$ cat src/rtl/mem_bus_ctrl.sv
// Data-memory bus controller: one strobe/acknowledge word transfer per request,
// with misalignment and no-acknowledge timeout reported through err.
module mem_bus_ctrl #(
  parameter int unsigned TIMEOUT = 15
) (
  input  logic        clk,
  input  logic        reset,
  input  logic        req,
  input  logic        we,
  input  logic [31:0] addr,
  input  logic [31:0] wdata,
  output logic        busy,
  output logic        done,
  output logic        err,
  output logic [31:0] rdata,
  output logic        bus_as,
  output logic        bus_wr,
  output logic [31:0] bus_addr,
  output logic [31:0] bus_dout,
  input  logic [31:0] bus_din,
  input  logic        bus_ack
);

  localparam int unsigned CNT_W = 8;

  typedef enum logic [1:0] {
    IDLE   = 2'd0,
    ACCESS = 2'd1,
    DONE   = 2'd2
  } state_t;

  state_t           state;
  state_t           state_nxt;
  logic [CNT_W-1:0] wait_cnt;
  logic             aligned;
  logic             timeout;

  assign aligned = (addr[1:0] == 2'b00);
  assign timeout = !bus_ack && (wait_cnt == CNT_W'(TIMEOUT - 1));

  // State register
  always_ff @(posedge clk) begin
    if (reset) begin
      state <= IDLE;
    end else begin
      state <= state_nxt;
    end
  end

  // Next-state decode
  always_comb begin
    state_nxt = state;
    case (state)
      IDLE: begin
        if (req) begin
          state_nxt = aligned ? ACCESS : DONE;
        end
      end
      ACCESS: begin
        if (bus_ack || timeout) begin
          state_nxt = DONE;
        end
      end
      DONE: begin
        state_nxt = IDLE;
      end
      default: begin
        state_nxt = IDLE;
      end
    endcase
  end

  // Status outputs are registered copies of the next state; datapath latches
  always_ff @(posedge clk) begin
    if (reset) begin
      busy     <= 1'b0;
      done     <= 1'b0;
      bus_as   <= 1'b0;
      err      <= 1'b0;
      rdata    <= '0;
      bus_wr   <= 1'b0;
      bus_addr <= '0;
      bus_dout <= '0;
      wait_cnt <= '0;
    end else begin
      busy   <= (state_nxt != IDLE);
      done   <= (state_nxt == DONE);
      bus_as <= (state_nxt == ACCESS);
      case (state)
        IDLE: begin
          if (req) begin
            if (aligned) begin
              bus_wr   <= we;
              bus_addr <= {addr[31:2], 2'b00};
              bus_dout <= wdata;
              err      <= 1'b0;
              wait_cnt <= '0;
            end else begin
              err <= 1'b1;
            end
          end
        end
        ACCESS: begin
          if (bus_ack) begin
            if (!bus_wr) begin
              rdata <= bus_din;
            end
          end else begin
            wait_cnt <= wait_cnt + CNT_W'(1);
            if (timeout) begin
              err <= 1'b1;
            end
          end
        end
        default: begin
        end
      endcase
    end
  end

endmodule

$ cat config.mk
export PLATFORM = sky130hd
export DESIGN_NAME = mem_bus_ctrl
export DESIGN_NICKNAME = d
export VERILOG_FILES = /design/src/rtl/mem_bus_ctrl.sv
export SDC_FILE = /design/constraint.sdc
export NUM_CORES = 1
export LEC_CHECK = 0
export CAP_MARGIN = 20
export CORE_AREA = 2 2 129 131
export CTS_CLUSTER_SIZE = 25
export DETAILED_ROUTE_END_ITERATION = 16
export DIE_AREA = 0 0 131 133
export SETUP_SLACK_MARGIN = 0.5
export SYNTH_ARGS = -nofsm -noshare
export SYNTH_HDL_FRONTEND = slang
export SYNTH_SLANG_ARGS = --single-unit
$ cat constraint.sdc
create_clock -name clk -period 3.7 [get_ports clk]
set_input_delay 1.11 -clock clk [delete_from_list [all_inputs] [get_ports clk]]
set_output_delay 1.11 -clock clk [all_outputs]
set_load 0.01 [all_outputs]
; Word level (Yosys, flattened, before mapping)
; Index checks and enable logic that the tools add are counted.
[totals]
elab_cells = 44
output_inout_bits = 101
memories = 0
inputBits = 101
ramBits = 0
latch_bits = 0
register_bits = 109
mem_bits_ro = 0
[op_classes]
eq_ne = 8
n_reduce_logical = 11
shift = 0
mul = 0
n_div = 0
magnitude_cmp = 0
addsub = 1
n_mux = 13
bitwise = 1
[ops]
columns = cell, n
row1 = 2-to-1 mux 8 bit, 3
row2 = case mux 8 bit (2 select lines), 1
row3 = "adder 8 x 1 -> 8 bit, second input constant", 1
row4 = "equality test 8 x 4 -> 1 bit, second input constant", 1
row5 = "!= test 2 bit, second input constant", 4
row6 = AND reduction 4 bit, 2
row7 = 2-to-1 mux 2 bit, 3
row8 = AND reduction 3 bit, 2
row9 = "equality test 2 x 1 -> 1 bit, second input constant", 2
row10 = logical NOT 2 bit, 2
row11 = 2-to-1 mux 1 bit, 4
row12 = case mux 2 bit (2 select lines), 1
row13 = nonzero test 2 bit, 2
row14 = "equality test 2 bit, second input constant", 1
row15 = case mux 1 bit (2 select lines), 1
row16 = logical AND 1 bit, 1
row17 = logical NOT 1 bit, 1
row18 = logical OR 1 bit, 1
row19 = inverter 1 bit, 1

; Logic depth before layout (Yosys ltp)
[depth]
ltp_word = 6
ltp_mapped = 6
mapped_depth_nobuf = 5

; Worst setup path after synthesis
; No wires, ideal clock.
[synth_path]
kind = input port to flip-flop
from = in addr[1]
to = reg wait_cnt[6]
setup_ns = 0.072
path_buffers = 2
t_required_ns = 3.628
setup_slack_ns = 1.378
t_arrival_ns = 2.251
stages = 5
path_cell_list = or4b_4 buf_6 buf_6 a211oi_2 mux2i_1
[synth_via]
elab_chain_cells = 3
[synth_lines]
columns = element, line_no
row1 = from (decl), 10  ; input logic [31:0] addr,
row2 = logical NOT 2 bit, 38  ; assign aligned = (addr[1:0] == 2'b00);
row3 = != test 2 bit (no source line), n/a
row4 = AND reduction 4 bit (no source line), n/a
row5 = to (signal assigned), 109  ; wait_cnt <= wait_cnt + CNT_W'(1);
row6 = to (decl), 34  ; logic [CNT_W-1:0] wait_cnt;
; Every way passes these cells.
; A chain may end at the register's enable or synchronous reset.

; Final worst setup path
[layout_path]
from = in req
to = reg wait_cnt[5]
[layout_via]
elab_chain_cells = 2
[layout_lines]
columns = element, line_no
row1 = from (decl), 8  ; input logic req,
row2 = != test 2 bit (no source line), n/a
row3 = AND reduction 4 bit (no source line), n/a
; Every way passes these cells.

==> impl_results.md <==
* CTS Hold Bufs at 0
* Worst Tran Pin Value at 800 ps
* Peak VDD IR at approximately 220 uV
* Die height at ~130 um
* Mapped Cells at approximately 520
* Period utilization at 78.6%
* Fillers at roughly 1,600
* Sequential area share after synthesis at 51.2%
* Post-DP HPWL at approximately 8900 um
* Reg2reg end: wait_cnt[5]
* Global-route wire length before repair at approximately 20,000 um
* Area leader, netlist: dfxtp_1
* Worst path arrival time at 3180 ps
* Ys async rst share at 0%
* Core box area at between 15,000 and 20,000 um^2
* Crit-path slowest cell: or4b_4
* # IOs at around 200
* CTS Buf Count at 9
* DRT Wirelength at 13,300 um
* Inst Count DP at 895
* RSZ-0062 raised after global routing: false
* Status: finished, final reports clean
* Worst setup endpoint: wait_cnt[5]
* Critical Path RT at 3970 ps
* Final setup fails at 0
* Minimum clock period at ~2900 ps
* Syn Area/Cell at just over 8 um^2
* Start point of the critical path: req
* Fin. max-slew vios at 0
* Synth Register Bits at about 110
* Adder-Cell Fraction of Synth Area at less than 1%
* Max cap viols at 0
* Clock root buffer: clkbuf_16
* Max-Slew Margin vs Limit at a little under half
* Detailed Routing Iterations Pass 1 at 4
* Yosys cell types at 33
* Largest family of logic cells by synthesized area: compound AO/OA/AOI/OAI gates
* Placer Congestion at slightly above 0.7
* DRC Markers at 0
* Leakage at roughly 0.0022 uW
* Share of layout cells above drive strength 1 at under 10%
* Compound-Gate Fraction of Synth Area at a little under a quarter
* Post-synthesis mux area share at 1.41%
* Worst Skew at just over 4 ps
* Initial antenna violation count at 1
* Share of Yosys cell area claimed by the top area cell type at about 51%
* Xor/xnor share of the synthesized area at 0%
* Global Route Usage Sum at between 10% and 20%
* Clock Latency Late Sink at 350 ps
* Drt initial violations at between 150 and 200
* Vias in the first global route at about 4,100
* Post-CTS Setup Repair Bufs at 0
* Critical Path Fanout Max at 83
* WL/cell at around 15 um
* Hold Path Stages at 2
* Start of the worst register-to-register path: state[0]
* Simple-gate share of the synthesized area at between 15 and 20%
* Setup slack, reg-to-reg at around 1600 ps
* Synth top area cells: dfxtp_1 (51%), a21oi_1 (12%), o21ai_0 (8.9%)
* CP cell instances: clkdlybuf4s50_1 -> or4b_4 -> a211oi_1 -> mux2i_1
* # rows at between 40 and 50
* Setup crit start kind: primary input
* Tot Pwr at around 2500 uW
* Yosys warning total at 0
* Detailed-route via count at roughly 4,300
* PostCTS Resize Cnt at 0
* Die area at 17,400 um^2
* Clock input transition at the sequential cells of the worst setup and hold paths at roughly 70 ps
* Setup crit end kind: flip-flop
* Kind of critical path: primary input to flip-flop
* M3 GR Usage at around 5.5%
* Final nets at a little under 800
* Antenna Cells at 0
* H-tree levels at 3
* Largest stage delay on the critical path at around 800 ps
* M1 GR Usage at ~18%
* Setup_tns at 0 ps
* Mapped cell area at 4260 um^2
* CTS sink cnt at about 110
* Chip Width at 131 um
* Reg2reg path depth at 3
* CTS max path bufs at 2
* Largest net degree at the start of global routing at between 80 and 90
* Pwr/cell area at 369 nW/um^2
* IO buf count at around 200
* Post-synth EDFFs at 0
* Fin cells at between 900 and 1,000
* Vias per cell at between 4 and 5
* Post-DRT Antenna Nets at 0
* Initial Util at a little over a quarter
* Met2 Usage GRT at a little under a quarter
* Area growth syn-to-layout at 56.7%
* Area of the multi-input gates at 1850 um^2
* Gr busiest metal: met2
* Congestion Overflow GR at 0
* Synth Flop Type: dfxtp_1
* Worst min path class: flip-flop to flip-flop
* Register area at ~2200 um^2
* CTS tree: yes
* Endpoints failing hold at 0
* FMAX at around 0.34 GHz
==> Yosys cell counts (2+ instances only) <==
cell and number:
buf_2 9, o21a_1 3, o21ai_0 76, clkbuf_1 42, a211oi_1 3, nor2_1 8, nand3_1 64, buf_6 2
dfxtp_1 109, buf_4 2, inv_1 4, nand4_1 2, a21oi_1 98, nand2b_1 2, ha_1 2, nor2b_1 6
a31oi_1 2, a2111oi_0 2, nand2_1 66, mux2i_1 6, nand4b_1 3
==> critical path, delay by kind of cell <==
| family | cells | cell delay [ps] |
|---|---|---|
| and+or+nand+nor | 1 | 800 |
| AOI/OAI and AO/OA | 1 | 420 |
| muxes | 1 | 230 |
| buffers and inverters | 1 | 530 |
==> kinds of logic after synthesis <==
group                      Yosys count
and+or+nand+nor                    158
muxes                                6
buffers and inverters               59
adders and majority gates            2
AOI/OAI and AO/OA                  188
other                                1
DFF                                109
==> cells in the final DEF, fill, tap and decap left out, drive strengths merged, types with 3 or more instances in the layout <==
master / netlist / final
clkdlybuf4s50: 0 / 198
dfxtp: 109 / 109
a21oi: 98 / 98
o21ai: 76 / 76
nand2: 66 / 66
nand3: 64 / 64
clkbuf: 42 / 11
nor2: 8 / 8
buf: 13 / 8
nor2b: 6 / 6
mux2i: 6 / 6
inv: 4 / 6
a211oi: 4 / 4
nand4b: 3 / 3
o21a: 3 / 3
==> cell type report <==
type	instances	share of cell area (%)
inverter	4	0.225
clock buffer	11	3.64
timing repair buffer	206	31.0
clock inverter	5	0.637
multi-input combinational	356	27.7
tap	220	4.12
sequential	109	32.7
==> registers in the layout (all words and copies together) (netlist names), 2 cells and up <==
| signal | cells |
|---|---|
| wait_cnt | 8 |
| bus_addr | 30 |
| rdata | 32 |
| bus_dout | 32 |
| state | 2 |
==> routing by layer <==
metal / up-vias / routed length (um)
li1: 2141 / -
met1: 1994 / 5770
met2: 165 / 5980
met3: 16 / 1310
met4: 2 / 197
met5: - / 13
==> worst min path at each step <==
stage / startpoint / end / slack (ps)
CTS: rdata[6] / rdata[6] / 460
global placement: rdata[20] / rdata[20] / 440
floorplan: rdata[0] / rdata[0] / 480
finish: rdata[6] / rdata[6] / 450
global route: rdata[17] / rdata[17] / 470
detailed placement: rdata[6] / rdata[6] / 450
==> through the flow <==
stage	cell area [um^2]	worst slack, ps	utilization (%)	hold slack [ps]
final	6670	790	41.3	453
after detailed placement	6390	516	39.5	448
after floorplan	4260	1380	-	481
after global routing	6670	771	41.3	469
after CTS	6670	880	41.3	458
after global placement	6370	567	39.4	442
==> where the power goes <==
group          internal, uW  switching (uW)  total (uW)
sequential             1200            22.2        1230
clock                   483             444         927
combinational           174             136         310
Note: power is estimated with default switching activity, not from simulation.
